[src/rtl/qea_state_unloader_pkg.sv]
// Shared constants, FSM encoding and row-count helper for the QEA state unloader.
package qea_state_unloader_pkg;

    localparam int PE_NUM_WIDTH     = 2;
    localparam int PE_NUM           = 1 << PE_NUM_WIDTH;
    localparam int DATA_WIDTH       = 32;
    localparam int STATE_DATA_WIDTH = DATA_WIDTH * 2;
    localparam int STATE_ADDR_WIDTH = 16;
    localparam int MAX_QBIT_WIDTH   = 6;

    typedef enum logic [2:0] {
        ST_IDLE,
        ST_ISSUE,
        ST_WAIT,
        ST_EMIT,
        ST_DONE
    } state_e;

    typedef logic [PE_NUM-1:0][STATE_DATA_WIDTH-1:0] row_t;
    // One bit wider than the address so 2^STATE_ADDR_WIDTH rows is representable.
    typedef logic [STATE_ADDR_WIDTH:0] row_cnt_t;

    function automatic row_cnt_t row_count(input logic [MAX_QBIT_WIDTH-1:0] qbit_num);
        logic [MAX_QBIT_WIDTH-1:0] sh;
        sh = qbit_num - MAX_QBIT_WIDTH'(PE_NUM_WIDTH);
        if (qbit_num <= MAX_QBIT_WIDTH'(PE_NUM_WIDTH))
            return row_cnt_t'(1);
        if (sh > MAX_QBIT_WIDTH'(STATE_ADDR_WIDTH))
            return row_cnt_t'(1) << STATE_ADDR_WIDTH;
        return row_cnt_t'(1) << sh;
    endfunction

endpackage

[src/rtl/qea_row_serializer.sv]
// Captures one state row and streams its amplitudes lane by lane (lane 0 = MSB slice).
module qea_row_serializer
    import qea_state_unloader_pkg::*;
(
    input  logic                        clk,
    input  logic                        rst_n,
    input  logic                        i_cap,
    input  row_t                        i_cap_data,
    input  logic                        i_ready,
    output logic                        o_valid,
    output logic [STATE_DATA_WIDTH-1:0] o_data,
    output logic [PE_NUM_WIDTH-1:0]     o_lane,
    output logic                        o_row_done
);

    row_t                    row_buf;
    logic [PE_NUM_WIDTH-1:0] lane;
    logic                    valid;
    logic                    last_lane;
    logic                    fire;

    assign last_lane = (lane == PE_NUM_WIDTH'(PE_NUM - 1));
    assign fire      = valid && i_ready;

    always_ff @(posedge clk or negedge rst_n) begin
        if (!rst_n) begin
            row_buf <= '0;
            lane    <= '0;
            valid   <= 1'b0;
        end else if (i_cap) begin
            row_buf <= i_cap_data;
            lane    <= '0;
            valid   <= 1'b1;
        end else if (fire) begin
            if (last_lane)
                valid <= 1'b0;
            else
                lane <= lane + 1'b1;
        end
    end

    assign o_valid    = valid;
    assign o_data     = row_buf[PE_NUM_WIDTH'(PE_NUM - 1) - lane];
    assign o_lane     = lane;
    assign o_row_done = fire && last_lane;

endmodule

[src/rtl/qea_state_unloader.sv]
// Sweeps the QEA state RAM row by row and streams every complex amplitude to the host.
module qea_state_unloader
    import qea_state_unloader_pkg::*;
#(
    parameter int RD_LATENCY = 1
) (
    input  logic                               clk,
    input  logic                               rst_n,
    input  logic                               i_start,
    input  logic [MAX_QBIT_WIDTH-1:0]          i_qbit_num,
    output logic [PE_NUM-1:0]                  o_state_ena,
    output logic [PE_NUM-1:0]                  o_state_wea,
    output logic [STATE_ADDR_WIDTH-1:0]        o_state_addra,
    input  logic [PE_NUM*STATE_DATA_WIDTH-1:0] i_state_dout,
    output logic                               o_valid,
    input  logic                               i_ready,
    output logic [STATE_DATA_WIDTH-1:0]        o_data,
    output logic [STATE_ADDR_WIDTH-1:0]        o_row,
    output logic [PE_NUM_WIDTH-1:0]            o_lane,
    output logic                               o_last,
    output logic                               o_busy,
    output logic                               o_done
);

    state_e                  state, state_nxt;
    row_cnt_t                row, last_row;
    logic [RD_LATENCY-1:0]   vld_pipe;
    logic                    issue, capture, row_done, ser_valid;
    logic [PE_NUM_WIDTH-1:0] lane;
    row_t                    dout_row;

    assign issue    = (state == ST_ISSUE);
    // Read data is valid exactly RD_LATENCY cycles after the ISSUE cycle.
    assign capture  = vld_pipe[RD_LATENCY-1];
    assign dout_row = i_state_dout;

    always_ff @(posedge clk or negedge rst_n) begin
        if (!rst_n)
            state <= ST_IDLE;
        else
            state <= state_nxt;
    end

    always_ff @(posedge clk or negedge rst_n) begin
        if (!rst_n) begin
            row      <= '0;
            last_row <= '0;
            vld_pipe <= '0;
        end else begin
            vld_pipe <= RD_LATENCY'({vld_pipe, issue});
            if (state == ST_IDLE && i_start) begin
                row      <= '0;
                last_row <= row_count(i_qbit_num) - 1'b1;
            end else if (state == ST_EMIT && row_done && row != last_row) begin
                row <= row + 1'b1;
            end
        end
    end

    always_comb begin
        state_nxt = state;
        case (state)
            ST_IDLE:  if (i_start) state_nxt = ST_ISSUE;
            ST_ISSUE: state_nxt = ST_WAIT;
            ST_WAIT:  if (capture) state_nxt = ST_EMIT;
            ST_EMIT:  if (row_done) state_nxt = (row == last_row) ? ST_DONE : ST_ISSUE;
            ST_DONE:  state_nxt = ST_IDLE;
            default:  state_nxt = ST_IDLE;
        endcase
    end

    qea_row_serializer u_ser (
        .clk        (clk),
        .rst_n      (rst_n),
        .i_cap      (capture),
        .i_cap_data (dout_row),
        .i_ready    (i_ready),
        .o_valid    (ser_valid),
        .o_data     (o_data),
        .o_lane     (lane),
        .o_row_done (row_done)
    );

    // Address follows the row counter, so it naturally holds between ISSUE cycles.
    assign o_state_ena   = {PE_NUM{issue}};
    assign o_state_wea   = '0;
    assign o_state_addra = row[STATE_ADDR_WIDTH-1:0];
    assign o_valid       = ser_valid;
    assign o_row         = row[STATE_ADDR_WIDTH-1:0];
    assign o_lane        = lane;
    assign o_last        = ser_valid && (lane == PE_NUM_WIDTH'(PE_NUM - 1)) && (row == last_row);
    assign o_busy        = (state != ST_IDLE) && (state != ST_DONE);
    assign o_done        = (state == ST_DONE);

endmodule

[config.mk]
export PLATFORM = sky130hd
export DESIGN_NAME = qea_state_unloader
export DESIGN_NICKNAME = d
export VERILOG_FILES = /design/src/rtl/qea_state_unloader_pkg.sv /design/src/rtl/qea_row_serializer.sv /design/src/rtl/qea_state_unloader.sv
export SDC_FILE = /design/constraint.sdc
export NUM_CORES = 1
export LEC_CHECK = 0
export BUFFER_PORTS_ARGS = -buffer_cell sky130_fd_sc_hd__buf_2
export CAP_MARGIN = 5
export CORE_UTILIZATION = 57
export CTS_CLUSTER_SIZE = 8
export DETAILED_ROUTE_END_ITERATION = 8
export PLACE_DENSITY = 0.92
export REMOVE_ABC_BUFFERS = 1
export SLEW_MARGIN = 10
export SYNTH_ARGS = -nofsm -noshare
export SYNTH_HDL_FRONTEND = slang
export SYNTH_SLANG_ARGS = --single-unit
[constraint.sdc]
create_clock -name clk -period 3.05 [get_ports clk]
set_input_delay 0.7625 -clock clk [delete_from_list [all_inputs] [get_ports clk]]
set_output_delay 0.7625 -clock clk [all_outputs]
set_load 0.05 [all_outputs]
==> impl_metrics.py <==
metrics = {
    "synth": {
        "ys.flop_type": "dfrtp_1",
        "yosys_register_bits": 297,
        "ys_warn_count": 0,
        "async_reset_ff_share_pct": 100,
        "synth_edf_count": 0,
        "synth_cell_types": 61,
        "avgSynthCellArea_um2": 14.6,
        "synthCells": 942,
        "syn-cell-area_um2": 13700,
        "ys_seq_area_share_pct": 54.1,
    },
    "route": {
        "wl_per_cell_um": 23.2,
        "vias": 9679,
        "ant_nets": 0,
        "dr_wl_met3_um": 2690,
        "routed_via_density": 5.91,
        "dr.pass1.iters": 8,
        "wl_met2_um": 19800,
        "highest_layer": "met5",
        "drt-met1-wl_um": 13500,
        "wl_um": 38000,
        "drc": 0,
        "drt_iter0_markers": 760,
    },
    "sta": {
        "clock.fmax_mhz": 337,
        "worst_slew_pin_slew_ns": 0.915,
        "slew_viol_final": 0,
        "setup_violations": 0,
        "finalSetupTns_ns": 0,
        "finalCriticalPeriod_ns": 2.97,
        "clock-skew-final_ns": 0.00976,
        "maxSlewHeadroom_pct": 39.0,
        "fin_crit_sh_pct": 97.3,
        "hold_viol": 0,
    },
    "clock_tree": {
        "cts_root_buffer": "clkbuf_16",
        "cts_made_buffers": 43,
        "clk_pin_slew_worst_paths_ns": 0.05,
        "clock_sinks": 297,
        "cts_tree": "built",
        "cts-hold-fix-buffers": 0,
        "clock_latency_ns": 0.52,
        "h-tree-depth": 2,
        "cts_buffer_depth": 3,
    },
    "die": {
        "core_area_um2": 23500,
        "num_rows": 56,
        "ioPinCount": 376,
        "die_w_um": 157,
        "start_util_pct": 58.4,
        "die_y_um": 157,
        "die-area_um2": 24700,
    },
    "setup_path": {
        "crit_type": "reg2out",
        "end_kind": "output port",
        "cp-start-kind": "flip-flop",
        "cp.arrival_ns": 2.20,
        "cp.required_ns": 2.29,
        "crit_path_max_fanout": 31,
    },
    "layout": {
        "n_fill_cell": 1475,
        "final_area_um2": 17100,
        "syn2layout_area_growth_pct": 24.6,
        "nets": 1574,
        "multi_input_area_um2": 5750,
        "regArea_um2": 7440,
        "drive_gt1_share_pct": 60.9,
    },
    "power_and_ir_drop": {
        "design_power_total_w": 0.00853,
        "power.density_nw_per_um2": 498,
        "power.leakage_nw": 8.87,
        "vdd.ir_drop.worst_mv": 0.342,
    },
    "global_routing": {
        "grt_start_max_net_pins": 70,
        "grt_pass1_vias": 10400,
        "grt_overflow": 0,
        "grt_pass1_wl_um": 57000,
        "antenna_found_initial": 12,
        "grt.total_usage_pct": 30.4,
    },
    "job": {
        "drv_cap": 0,
    },
    "place": {
        "portBuffers": 371,
        "place_congestion": 0.879,
        "place.detailed.hpwl_um": 26000,
        "dpl-instance-area_um2": 15900,
    },
    "outcome": {
        "outcome": "finished clean",
    },
    "min_path": {
        "hold_class": "in2async",
    },
}
[registers in the layout (all words and copies together) (netlist names)]
signal,count
state,3
u_ser.o_lane,2
row,17
u_ser.row_buf,256
capture,1
u_ser.o_valid,1
last_row,17
[per-stage QoR]
step	worst slack (ns)	cells	hold slack, ns	util (%)
after detailed placement	-0.0305	1575	0.486	67.6
after global routing	-0.000173	1635	0.255	72.8
after global placement	0.0346	1575	0.483	67.6
after floorplan	-3.34	848	0.466	-
after CTS	0.00872	1625	0.243	72.5
final	0.0827	1637	0.224	72.8
[cells by family after synthesis]
family                   count (synthesis)  synth area share (%)
AO/OA/AOI/OAI                           79                  3.70
flip-flops                             297                  54.1
multiplexers                           326                  31.9
XOR/XNOR                                21                  1.34
other                                    1                0.0273
adder cells (fa/ha/maj)                  5                 0.455
buffers and inverters                  106                  4.27
AND/OR/NAND/NOR                        107                  4.27
[power breakdown]
group | internal (W) | switching, W
Clock | 0.00254 | 0.00162
Sequential | 0.00396 | 0.0000112
Combinational | 0.000183 | 0.000213
[critical path, stage by stage (launching register included)]
cell	delay [ns]
dfrtp_4	0.56
buf_16	0.28
mux4_2	0.58
buf_2	0.24
[synth_stat cells (8+ instances only)]
master,n,area (um2)
mux2_2,256,2880
mux4_2,64,1440
dfrtp_1,297,7430
xor2_1,16,140
inv_1,9,33.8
nor2_1,21,78.8
nand2_1,25,93.8
or3_1,9,56.3
o21ai_0,27,135
a21oi_1,16,80.1
clkbuf_1,46,173
nor3_1,8,40.0
nand3_1,10,50.1
buf_4,40,300
[layout by cell type (no fill, tap or decap), drive strengths merged, types with 2 or more instances in the layout]
master | Yosys | final
buf | 50 | 410
dfrtp | 297 | 297
mux2 | 256 | 256
mux4 | 64 | 64
clkbuf | 46 | 47
o21ai | 28 | 28
nand2 | 25 | 25
nor2 | 22 | 22
xor2 | 16 | 16
a21oi | 16 | 16
nand3 | 11 | 11
diode | 0 | 10
inv | 9 | 10
or3 | 10 | 10
nor3 | 8 | 8
nand4 | 7 | 7
mux2i | 6 | 6
xnor2 | 5 | 5
o31ai | 5 | 5
ha | 5 | 5
conb | 1 | 4
o21a | 3 | 3
a41oi | 3 | 3
nand3b | 3 | 3
a21o | 3 | 3
a22o | 3 | 3
o22a | 3 | 3
nor2b | 3 | 3
nor4 | 3 | 3
and3 | 3 | 3
or2 | 2 | 2
and2 | 2 | 2
or4 | 2 | 2
o211ai | 2 | 2
o22ai | 2 | 2
a31oi | 2 | 2
nor3b | 2 | 2
clkinv | 0 | 2
[final cells by class]
cell class | instances | area share [%]
Clock buffer | 47 | 6.49
Sequential cell | 297 | 43.4
Multi-Input combinational cell | 542 | 33.6
Clock inverter | 3 | 0.197
Timing Repair Buffer | 410 | 13.6
Antenna cell | 10 | 0.146
Tap cell | 319 | 2.33
Inverter | 9 | 0.197
[final timing paths]
path | depth (start not counted) | from | slack, ns | endpoint
worst max-delay path | 3 | u_ser.o_lane[0]$_DFFE_PN0P_ | 0.08 | o_data[47]
max in group asynchronous | 2 | rst_n | 2.11 | u_ser.row_buf[168]$_DFFE_PN0P_
worst min register to register | 2 | last_row[0]$_DFFE_PN0P_ | 0.50 | last_row[0]$_DFFE_PN0P_
worst min-delay path | 1 | rst_n | 0.22 | u_ser.row_buf[160]$_DFFE_PN0P_
min in group clk | 2 | i_state_dout[32] | 0.47 | u_ser.row_buf[32]$_DFFE_PN0P_
worst max register to register | 7 | u_ser.o_lane[0]$_DFFE_PN0P_ | 0.62 | row[15]$_DFFE_PN0P_
[per-layer routing]
metal / up-vias / GRT usage [%]
met1: 4911 / 34.8
met3: 153 / 8.23
met4: 6 / 18.5
li1: 4168 / -
met5: - / 0.828
met2: 441 / 50.8
[what timing repair did]
action,CTS,global route
endpoints found under the hold margin,0,0
setup buffers,0,2
pin swaps,0,2
gates resized for setup,2,4
setup endpoints to repair,1,9
Note: power is estimated with default switching activity, not from simulation.
